**src/rtl/fetch_pkg.sv**
```systemverilog
// Shared types and constants for the instruction fetch sequencer.
package fetch_pkg;

  // Sequencer control states
  typedef enum logic [1:0] {
    IDLE   = 2'd0,
    RUN    = 2'd1,
    HALTED = 2'd2,
    FAULT  = 2'd3
  } fetch_state_t;

  // Default program counter width
  localparam int DEFAULT_PC_W = 32;

  // Sequential-fetch increment
  localparam logic [31:0] PC_ONE = 32'd1;

endpackage

```
**src/rtl/fetch_perf_counter.sv**
```systemverilog
// Saturating 32-bit event counter with synchronous clear.
// Clear has priority over increment; the count sticks at all-ones.
module fetch_perf_counter (
  input  logic        clk,
  input  logic        clear,
  input  logic        inc,
  output logic [31:0] count
);

  logic [31:0] count_reg;

  // Clear, otherwise count events until the counter is full
  always_ff @(posedge clk) begin
    if (clear) begin
      count_reg <= '0;
    end else if (inc && (count_reg != 32'hFFFF_FFFF)) begin
      count_reg <= count_reg + 32'd1;
    end
  end

  assign count = count_reg;

endmodule

```
**src/rtl/fetch_sequencer.sv**
```systemverilog
// Program counter sequencer for a combinational-read instruction memory.
// Optional build macro FETCH_PERF_CNT_EN adds retired/stall counters.
module fetch_sequencer
  import fetch_pkg::*;
#(
  parameter int PC_W       = DEFAULT_PC_W,
  parameter int IMEM_DEPTH = 4096,
  parameter int START_ADDR = 0
) (
  input  logic            clk,
  input  logic            reset,
  input  logic            start,
  input  logic            stall,
  input  logic            halt,
  input  logic            branch_taken,
  input  logic [PC_W-1:0] branch_target,
  output logic [PC_W-1:0] current_pc,
  output logic            fetch_valid,
  output logic            done,
  output logic            fault
`ifdef FETCH_PERF_CNT_EN
  ,
  output logic [31:0]     retired_cnt,
  output logic [31:0]     stall_cnt
`endif
);

  localparam logic [PC_W-1:0] PC_LIMIT = PC_W'(IMEM_DEPTH);
  localparam logic [PC_W-1:0] PC_START = PC_W'(START_ADDR);
  localparam logic [PC_W-1:0] PC_INC   = PC_W'(PC_ONE);

  fetch_state_t    state_reg;
  logic [PC_W-1:0] pc_reg;
  logic            valid_reg;
  logic            done_reg;
  logic            fault_reg;

  logic [PC_W-1:0] pc_next;
  logic            pc_next_oob;
  logic            start_accept;

  // Next-PC selection: branch redirect or sequential increment, plus range check
  always_comb begin
    pc_next     = pc_reg + PC_INC;
    if (branch_taken) begin
      pc_next = branch_target;
    end
    pc_next_oob = (pc_next >= PC_LIMIT);
  end

  // Start is only honoured outside RUN
  assign start_accept = start && (state_reg != RUN);

  // Control FSM with registered PC and status flags
  always_ff @(posedge clk) begin
    if (!reset) begin
      state_reg <= IDLE;
      pc_reg    <= PC_START;
      valid_reg <= 1'b0;
      done_reg  <= 1'b0;
      fault_reg <= 1'b0;
    end else begin
      case (state_reg)
        IDLE, HALTED, FAULT: begin
          if (start) begin
            state_reg <= RUN;
            pc_reg    <= PC_START;
            valid_reg <= 1'b1;
            done_reg  <= 1'b0;
            fault_reg <= 1'b0;
          end
        end
        RUN: begin
          // A stalled cycle holds everything; halt/branch wait for it to clear
          if (!stall) begin
            if (halt) begin
              state_reg <= HALTED;
              valid_reg <= 1'b0;
              done_reg  <= 1'b1;
            end else if (pc_next_oob) begin
              // PC stays on the instruction that tried to leave memory
              state_reg <= FAULT;
              valid_reg <= 1'b0;
              fault_reg <= 1'b1;
            end else begin
              pc_reg <= pc_next;
            end
          end
        end
        default: begin
          state_reg <= IDLE;
          valid_reg <= 1'b0;
          done_reg  <= 1'b0;
          fault_reg <= 1'b0;
        end
      endcase
    end
  end

  assign current_pc  = pc_reg;
  assign fetch_valid = valid_reg;
  assign done        = done_reg;
  assign fault       = fault_reg;

`ifdef FETCH_PERF_CNT_EN
  logic cnt_clear;
  logic retire_evt;
  logic stall_evt;

  assign cnt_clear  = !reset || start_accept;
  assign retire_evt = (state_reg == RUN) && !stall;
  assign stall_evt  = (state_reg == RUN) && stall;

  fetch_perf_counter u_retired_cnt (
    .clk   (clk),
    .clear (cnt_clear),
    .inc   (retire_evt),
    .count (retired_cnt)
  );

  fetch_perf_counter u_stall_cnt (
    .clk   (clk),
    .clear (cnt_clear),
    .inc   (stall_evt),
    .count (stall_cnt)
  );
`else
  // Without counters the accepted-start decode has no consumer
  logic unused_start_accept;
  assign unused_start_accept = start_accept;
`endif

endmodule

```
**config.mk**
```make
export PLATFORM = sky130hd
export DESIGN_NAME = fetch_sequencer
export DESIGN_NICKNAME = d
export VERILOG_FILES = /design/src/rtl/fetch_pkg.sv /design/src/rtl/fetch_perf_counter.sv /design/src/rtl/fetch_sequencer.sv
export SDC_FILE = /design/constraint.sdc
export NUM_CORES = 1
export LEC_CHECK = 0
export ABC_AREA = 1
export BUFFER_PORTS_ARGS = -buffer_cell sky130_fd_sc_hd__buf_2
export CAP_MARGIN = 40
export CORE_UTILIZATION = 53
export DETAILED_ROUTE_END_ITERATION = 6
export GPL_TIMING_DRIVEN = 0
export PLACE_DENSITY = 0.8
export SETUP_SLACK_MARGIN = 0.4
export SYNTH_ARGS = -nofsm -noshare
export SYNTH_HDL_FRONTEND = slang
export SYNTH_HIERARCHICAL = 1
export SYNTH_SLANG_ARGS = --single-unit
export TNS_END_PERCENT = 10
```
**constraint.sdc**
```tcl
create_clock -name clk -period 3.1 [get_ports clk]
set_clock_uncertainty 0.2 [all_clocks]
set_input_delay 0.465 -clock clk [delete_from_list [all_inputs] [get_ports clk]]
set_output_delay 0.465 -clock clk [all_outputs]
set_load 0.01 [all_outputs]
```
==> flow_metrics.tcl, run 1 <==
set metrics [dict create \
    status "complete, no violations" \
    avgSynthCellArea_sq_um 6.03 \
    setup_viol 0 \
    startpoint_type "register" \
    worst_path_max_delay_cell "dfxtp_4" \
    antenna_left 0 \
    drv_cap 0 \
    timing_worst_setup_path_type "reg -> reg" \
    maxSlewViolCount 0 \
    dp_hpwl_mm 5.92 \
    gp_congestion 0.940 \
    ir_drop_mv 0.308 \
    fill_cells 395 \
    synthArstFlopShare 0 \
    power_density_nw_per_um2 331 \
    relSlewSlack 0.531 \
    critPathBufInv 2 \
    die-area_sq_um 5460 \
    r2r_start "current_pc[1]" \
    numCtsBuffers 5 \
    tns_ps 0 \
    period_share 0.859 \
    coreArea_sq_um 4850 \
    drtIter0Drc 301 \
    synthCells 454 \
    crit_family "simple AND/OR/NAND/NOR gates" \
    grt_pass1_vias 2693 \
    reg2reg_depth 17 \
    switchingPower_uw 338 \
    layout-drive-gt1-share 0.343 \
    pre_cts_ws_ps 226 \
    synthTopCellsByArea "dfxtp_1 27%, nand2_1 18%, nand3_1 9.0%" \
    synth_cell_types 33 \
    top_level_ports 73 \
    htree_num_levels 2 \
    grt_pass1_wl_mm 12.4 \
    rows 25 \
    drt-pass1-iter-count 5 \
    p_leak_uw 0.00158 \
    hold_viol 0 \
    drc 0 \
    min_from "reset" \
    comb_power_share 0.186 \
    grt_setup_unrepaired "true" \
    synth_area_sq_um 2740 \
    vias 3315 \
    cts-root-buf "clkbuf_8" \
    drt-total-wl_mm 8.37 \
    synthFlopType "dfxtp_1" \
    min_to "current_pc[1]" \
    reg2reg_to "current_pc[4]" \
    clk_pin_slew_worst_paths_ps 90 \
    crit_required_ps 3130 \
    final_nets 586 \
    synth_seq_area_share 0.271 \
    synth.most_common_cell "nand2_1" \
    slowest_delay_ps 400 \
    ys_seq_elements 37 \
    grt_max_degree 13 \
    largest_reg_flops 32 \
    crit_start "current_pc[1]" \
    tritoncts "built" \
    worst-path-stages 17 \
    hp-class "in -> reg" \
    yosys-top-cells-count "131 x nand2_1, 51 x nor2_1, 49 x nand3_1" \
    post-route-min-period_ps 2660 \
    p_seq_frac 0.426 \
    netlist.top_cell.by_area "dfxtp_1" \
    start_util 0.565 \
    routedWlPerCell_microns 13.6 \
    synth_top_area_share 0.271 \
    p_sw_frac 0.287 \
    fin_ws_ps 438 \
    antennaDiodeCount 0 \
    clk_latency_ps 300 \
    p_int_uw 838 \
    synth_nets 493 \
    ctsHoldBuffers 0 \
    crit_fanout 5 \
    tightest_slew_ps 703 \
    cts_max_path_buffers 2 \
    clock_sinks 37 \
    gr-total-overflow 0 \
    area_growth_pct 29.9 \
    yosys_warnings 6 \
    p_clk_frac 0.387 \
    track_usage 0.298 \
    io_buffers 72 \
    max_freq_mhz 376 \
    fp.dieH_microns 73.9 \
    worstPathCellList "ha_4, nand2_2, nor2_4, nand2_4, buf_4, o21ai_1, nand3_1, nand2_1, nand2_1, nor2_2, nand3_2, nor2_4, nand3_4, nand2_8, clkbuf_16, nand2_2, a21oi_2" \
    vias_per_cell 5.39 \
    synth_edf_count 0 \
    antenna_found_initial 0 \
    rrSetupSlack_ps 440 \
    critPathArrivalTime_ps 2690 \
    whs_path_depth 3 \
    fp.dieW_microns 73.9 \
    critPathCaptureType "register" \
]
kinds of logic after synthesis:
| family | after synthesis | synth area share |
|---|---|---|
| multiplexers | 1 | 0.00366 |
| flip-flops | 37 | 0.271 |
| XOR/XNOR | 2 | 0.00640 |
| adder cells (fa/ha/maj) | 1 | 0.00457 |
| AND/OR/NAND/NOR | 304 | 0.518 |
| AO/OA/AOI/OAI | 41 | 0.0955 |
| buffers and inverters | 68 | 0.101 |
routing by layer:
| metal | share of wire | vias up | track usage |
|---|---|---|---|
| met5 | 0 | - | 0 |
| met4 | 0.026 | 0 | 0.0812 |
| met3 | 0.092 | 29 | 0.0466 |
| met2 | 0.46 | 187 | 0.483 |
| met1 | 0.42 | 1474 | 0.409 |
| li1 | - | 1625 | - |
tightest hold or removal path: stages:
cell and delay, ps:
buf_2 120, nand2_1 60, nor2_1 40
layout by cell type, fill, tap and decap left out, drive strengths merged:
master	n
a211oi	1
a21oi	18
a31oi	1
and2	1
buf	93
bufinv	1
clkbuf	13
clkinv	2
clkinvlp	1
dfxtp	37
ha	1
inv	52
mux2i	1
nand2	148
nand3	52
nand3b	1
nand4	3
nor2	61
nor3	20
o211ai	6
o21ai	14
o221ai	1
or2	18
xnor2	1
xor2	1
per-stage QoR:
step / util / cell area [sq um] / power [uW] / std cells / hold WS, ps
finish: 0.733 / 3560 / 1180 / 615 / 211
CTS: 0.686 / 3320 / 1150 / 602 / 202
global route: 0.733 / 3560 / 1230 / 615 / 223
floorplan: - / 2740 / 638 / 454 / 235
global placement: 0.656 / 3180 / 703 / 593 / 237
detailed placement: 0.656 / 3180 / 706 / 593 / 246
what timing repair did:
action / 4_1_cts / 5_1_grt
setup endpoints to repair: 31 / 34
pin swaps: 1 / 11
buffers inserted: 1 / 12
gates resized for setup: 7 / 39
gates cloned: 0 / 1
how the worst max path moves through the flow:
stage	slack [ps]	end
3_5_place_dp	230	current_pc[17]
6_report	440	current_pc[4]
5_1_grt	340	current_pc[1]
2_1_floorplan	670	current_pc[13]
4_1_cts	390	current_pc[17]
3_3_place_gp	230	current_pc[13]
area by class of cell:
| cell class | instances | area [sq um] | share of cell area |
|---|---|---|---|
| inverter | 54 | 203 | 0.0570 |
| clock buffer | 6 | 82.6 | 0.0232 |
| sequential | 37 | 771 | 0.217 |
| buffer | 14 | 93.8 | 0.0264 |
| clock inverter | 2 | 37.5 | 0.0106 |
| tap | 67 | 83.8 | 0.0236 |
| multi-input combinational | 349 | 1800 | 0.506 |
| timing repair buffer | 86 | 487 | 0.137 |
power by group through the flow:
stage               registers, uW  clock network [uW]  logic (uW)
floorplan                     514                   0         125
finish                        501                 456         219
global route                  503                 486         238
detailed placement            511                   0         195
CTS                           500                 454         198
global placement              510                   0         192
Note: power is estimated with default switching activity, not from simulation.
==> run 2: changes to the inputs <==
==> constraint.sdc (replaced) <==
create_clock -name clk -period 3.1 [get_ports clk]
set_clock_uncertainty 0.2 [all_clocks]
set_input_delay 0 -clock clk [delete_from_list [all_inputs] [get_ports clk]]
set_output_delay 0 -clock clk [all_outputs]
set_load 0.01 [all_outputs]
==> flow_metrics.tcl, run 2 (synthesized netlist as in run 1, its figures left out) <==
set metrics [dict create \
    status "complete, no violations" \
    io_buffers 72 \
    routedWlPerCell_microns 13.8 \
    gr-total-overflow 0 \
    worst_path_max_delay_cell "dfxtp_2" \
    track_usage 0.306 \
    vias 3377 \
    vias_per_cell 5.34 \
    grt_pass1_vias 2789 \
    coreArea_sq_um 4850 \
    final_nets 603 \
    post-route-min-period_ps 2690 \
    rows 25 \
    antenna_found_initial 0 \
    maxSlewViolCount 0 \
    clk_pin_slew_worst_paths_ps 80 \
    cts_max_path_buffers 2 \
    area_growth_pct 36.2 \
    crit_family "simple AND/OR/NAND/NOR gates" \
    regArea_sq_um 771 \
    critPathArrivalTime_ps 2720 \
    drt-total-wl_mm 8.73 \
    antennaDiodeCount 0 \
    startpoint_type "register" \
    gp_congestion 0.940 \
    critPathCaptureType "register" \
    hp-class "in -> reg" \
    start_util 0.565 \
    hold_viol 0 \
    tritoncts "built" \
    power_density_nw_per_um2 320 \
    drt-pass1-iter-count 5 \
    grt_max_degree 13 \
    clock_sinks 37 \
    max_freq_mhz 371 \
    fp.dieH_microns 73.9 \
    crit_start "current_pc[8]" \
    min_from "branch_taken" \
    drc 0 \
    layout-drive-gt1-share 0.333 \
    crit_required_ps 3120 \
    crit_top_cell "nand2_1" \
    largest_reg_flops 32 \
    die-area_sq_um 5460 \
    p_leak_uw 0.00165 \
    ir_drop_mv 0.303 \
    numCtsBuffers 5 \
    cts-root-buf "clkbuf_8" \
    fill_cells 368 \
    slowest_delay_ps 400 \
    top_level_ports 73 \
    clk_latency_ps 300 \
    worstPathCellList "nand2_1, nor2_2, nand2_1, nor2_4, nand2_1, nand2_1, nand3_1, nand2_1, inv_2, nor2_2, nand3_2, nor2_4, nand3_4, nand2_8, clkbuf_16, nand2_2, a21oi_2" \
    final_cell_mix "129 x nand2_1, 74 x buf_2, 49 x nand3_1, 48 x inv_1, 43 x nor2_1" \
    tns_ps 0 \
    dp_hpwl_mm 5.92 \
    drtIter0Drc 273 \
    tightest_slew_ps 728 \
    multi_input_area_sq_um 1800 \
    hold_ws_ps 17.5 \
    htree_num_levels 2 \
    antenna_left 0 \
    crit_fanout 7 \
    drv_cap 0 \
    layout_commonest_cell "nand2_1" \
    r2r_start "current_pc[8]" \
    setup_viol 0 \
    grt_pass1_wl_mm 12.8 \
    grt_setup_unrepaired "true" \
    relSlewSlack 0.515 \
    critPathBufInv 2 \
    timing_worst_setup_path_type "reg -> reg" \
    period_share 0.869 \
    fp.dieW_microns 73.9 \
]
==> run 2: cell count changes in the layout (fill, tap and decap cells not counted), sizes merged <==
| cell | before | now |
|---|---|---|
| dlygate4sd3 | 0 | 17 |
==> run 2: stage by stage <==
stage          power (uW)  setup slack [ps]  instances  utilization  instance area (sq um)
2_1_floorplan         638               670        454            -                   2740
6_report             1190               406        632        0.769                   3730
4_1_cts              1170               392        619        0.721                   3490
3_5_place_dp          706               226        593        0.656                   3180
5_1_grt              1250               297        632        0.769                   3730
3_3_place_gp          703               234        593        0.656                   3180
==> run 2: layout make-up <==
| type | instances | share of cell area |
|---|---|---|
| plain buffers | 14 | 0.0252 |
| clock buffers | 6 | 0.0222 |
| clock inverters | 2 | 0.0101 |
| inverters | 54 | 0.0544 |
| multi-input cells | 349 | 0.484 |
| flip-flops and latches | 37 | 0.207 |
| well taps | 67 | 0.0225 |
| repair buffers | 103 | 0.175 |
==> run 2: worst register-to-register path, cell delays in order, from the launching register on <==
cell       delay [ps]
dfxtp_2           400
nand2_1           140
nor2_2            170
nand2_1           130
nor2_4            190
nand2_1            70
nand2_1            90
nand3_1           110
nand2_1           110
inv_2              40
nor2_2             90
nand3_2           140
nor2_4            180
nand3_4           120
nand2_8           140
clkbuf_16         170
nand2_2            60
a21oi_2           110
==> run 2: report_power, final <==
group	switching (uW)	leakage (uW)	internal [uW]
combinational	135	0.00129	103
clock	193	0.0000574	262
sequential	14.4	0.000308	487
total	342	0.00165	852
==> run 2: worst paths after layout <==
check	end	slack (ps)	depth (start not counted)
max	current_pc[4]	410	17
min	current_pc[11]	20	5
max reg2reg	current_pc[4]	410	17
min reg2reg	fault	260	2
==> run 2: what timing repair did <==
| action | in CTS | in global routing |
|---|---|---|
| pin swaps | 1 | 11 |
| gates resized for setup | 7 | 39 |
| hold buffers | 17 | 0 |
| endpoints found under the setup margin | 31 | 34 |
| hold endpoints to repair | 20 | 0 |
| cloned | 0 | 1 |
| buffers inserted | 1 | 12 |
==> run 2: metal layers <==
layer,up-vias,wire length [microns],global-route usage,part of all wire
met3,21,752,0.0453,0.086
met4,0,182,0.0833,0.021
met1,1519,3690,0.417,0.42
met2,172,4110,0.504,0.47
li1,1665,-,-,-
met5,-,0,0,0
==> run 3: changes to the inputs <==
- ABC_AREA: 1 -> not set
- CORE_UTILIZATION: 53 -> 51
- GPL_TIMING_DRIVEN: 0 -> not set
==> flow_metrics.tcl, run 3 <==
set metrics [dict create \
    coreArea_sq_um 4120 \
    area_growth_pct 49.6 \
    critPathArrivalTime_ps 3190 \
    avgSynthCellArea_sq_um 8.15 \
    drt-total-wl_mm 7.55 \
    drt-pass1-iter-count 5 \
    p_leak_uw 0.00140 \
    synthCells 277 \
    final_util 0.820 \
    cts_max_path_buffers 2 \
    grt_pass1_wl_mm 10.5 \
    yosys_warnings 6 \
    clk_latency_ps 300 \
    fin_ws_ps -77.9 \
    drtIter0Drc 422 \
    routedWlPerCell_microns 16.9 \
    cts-root-buf "clkbuf_8" \
    ir_drop_mv 0.342 \
    synthFlopType "dfxtp_1" \
    hold_ws_ps 72.5 \
    synth_seq_area_share 0.328 \
    tns_ps -135 \
    clk_pin_slew_worst_paths_ps 80 \
    status "finished, violations left" \
    synth_edf_count 0 \
    min_from "branch_taken" \
    drv_cap 0 \
    relSlewSlack 0.452 \
    synthTopCellsByArea "dfxtp_1 33%, nand2_1 6.7%, mux2i_1 6.2%" \
    crit_required_ps 3120 \
    fp.dieW_microns 68.5 \
    dp_hpwl_mm 4.66 \
    r2r_start "current_pc[5]" \
    power_density_nw_per_um2 322 \
    top_level_ports 73 \
    tritoncts "built" \
    yosys-top-cells-count "40 x nand2_1, 37 x dfxtp_1, 16 x nor3b_1" \
    final_nets 434 \
    synth.most_common_cell "nand2_1" \
    tightest_slew_ps 819 \
    regArea_sq_um 776 \
    fp.dieH_microns 68.5 \
    die-area_sq_um 4700 \
    largest_reg_flops 32 \
    hp-class "in -> reg" \
    grt_pass1_vias 2357 \
    setup_viol 7 \
    vias 2742 \
    htree_num_levels 2 \
    clock_sinks 37 \
    startpoint_type "register" \
    io_buffers 72 \
    track_usage 0.302 \
    ys_seq_elements 37 \
    critPathCaptureType "register" \
    gr-total-overflow 0 \
    synth_nets 316 \
    rrSetupSlack_ps -80 \
    synth_area_sq_um 2260 \
    violations "negative setup slack" \
    start_util 0.548 \
    final_cell_mix "72 x buf_2, 39 x nand2_1, 30 x buf_4, 25 x dfxtp_1, 18 x dlygate4sd3_1" \
    netlist.top_cell.by_area "dfxtp_1" \
    post-route-min-period_ps 3180 \
    synth_cell_types 49 \
    antenna_left 0 \
    layout_commonest_cell "buf_2" \
    maxSlewViolCount 0 \
    grt_setup_unrepaired "true" \
    gp_congestion 0.903 \
    pre_cts_ws_ps 12.1 \
    crit_start "current_pc[5]" \
    fill_cells 245 \
    period_share 1.03 \
    multi_input_area_sq_um 1510 \
    numCtsBuffers 5 \
    antennaDiodeCount 0 \
    timing_worst_setup_path_type "reg -> reg" \
    synth_top_area_share 0.328 \
    rows 23 \
    grt_max_degree 23 \
    synthArstFlopShare 0 \
    max_freq_mhz 315 \
    antenna_found_initial 0 \
    vias_per_cell 6.15 \
    fin_cells 446 \
    hold_viol 0 \
    dp_cells 411 \
    layout-drive-gt1-share 0.361 \
    drc 0 \
    crit_fanout 5 \
]
-- run 3: final timing paths --
path,end,cells past startpoint
worst max-delay path,current_pc[5],9
worst min-delay path,current_pc[7],5
worst max register to register,current_pc[5],9
worst min register to register,done,2
-- run 3: timing repair --
action                     in CTS  in global routing
pin swaps                       0                  6
setup endpoints to repair      35                 35
hold endpoints to repair       17                  0
cloned                          0                  2
gates resized for setup         1                 18
setup buffers                   0                  7
hold buffers                   18                  0
-- run 3: routing by layer --
layer | share of wire | wire length (microns) | vias up | track usage
met3 | 0.088 | 662 | 38 | 0.0526
met1 | 0.41 | 3060 | 1270 | 0.377
met2 | 0.47 | 3580 | 165 | 0.501
met5 | 0 | 0 | - | 0
met4 | 0.032 | 244 | 0 | 0.141
li1 | - | - | 1269 | -
-- run 3: cell families (layout without fill, tap and decap cells) --
family	Yosys count	after routing	synth area share
multiplexers	15	15	0.0671
AND/OR/NAND/NOR	141	141	0.345
AO/OA/AOI/OAI	45	45	0.154
XOR/XNOR	15	15	0.0582
adder cells (fa/ha/maj)	1	1	0.00554
flip-flops	37	37	0.328
buffers and inverters	23	142	0.0427
-- run 3: worst max-delay path, stage by stage (launching register included) --
cell and delay (ps):
dfxtp_4 390, nand4_4 90, or4_4 550, or4_4 500
a31oi_4 210, o2111ai_4 180, a2111oi_4 390, buf_6 200
clkbuf_16 160, mux2i_1 220
-- run 3: layout make-up --
class                      count  share of cell area
clock buffer                   5              0.0204
clock inverter                 3              0.0193
inverter                       9              0.0100
multi-input combinational    217               0.448
sequential                    37               0.230
tap                           50              0.0185
timing repair buffer         125               0.254
-- run 3: where the power goes --
group	total, uW	switching (uW)	internal, uW
Sequential	474	2.51	472
Clock	504	184	320
Combinational	108	54.7	53.7
-- run 3: metrics by stage --
step           area [sq um]  power, uW
2_1_floorplan          2310        533
3_3_place_gp           2880        570
3_5_place_dp           2880        572
4_1_cts                3200       1080
5_1_grt                3380       1120
6_report               3380       1090
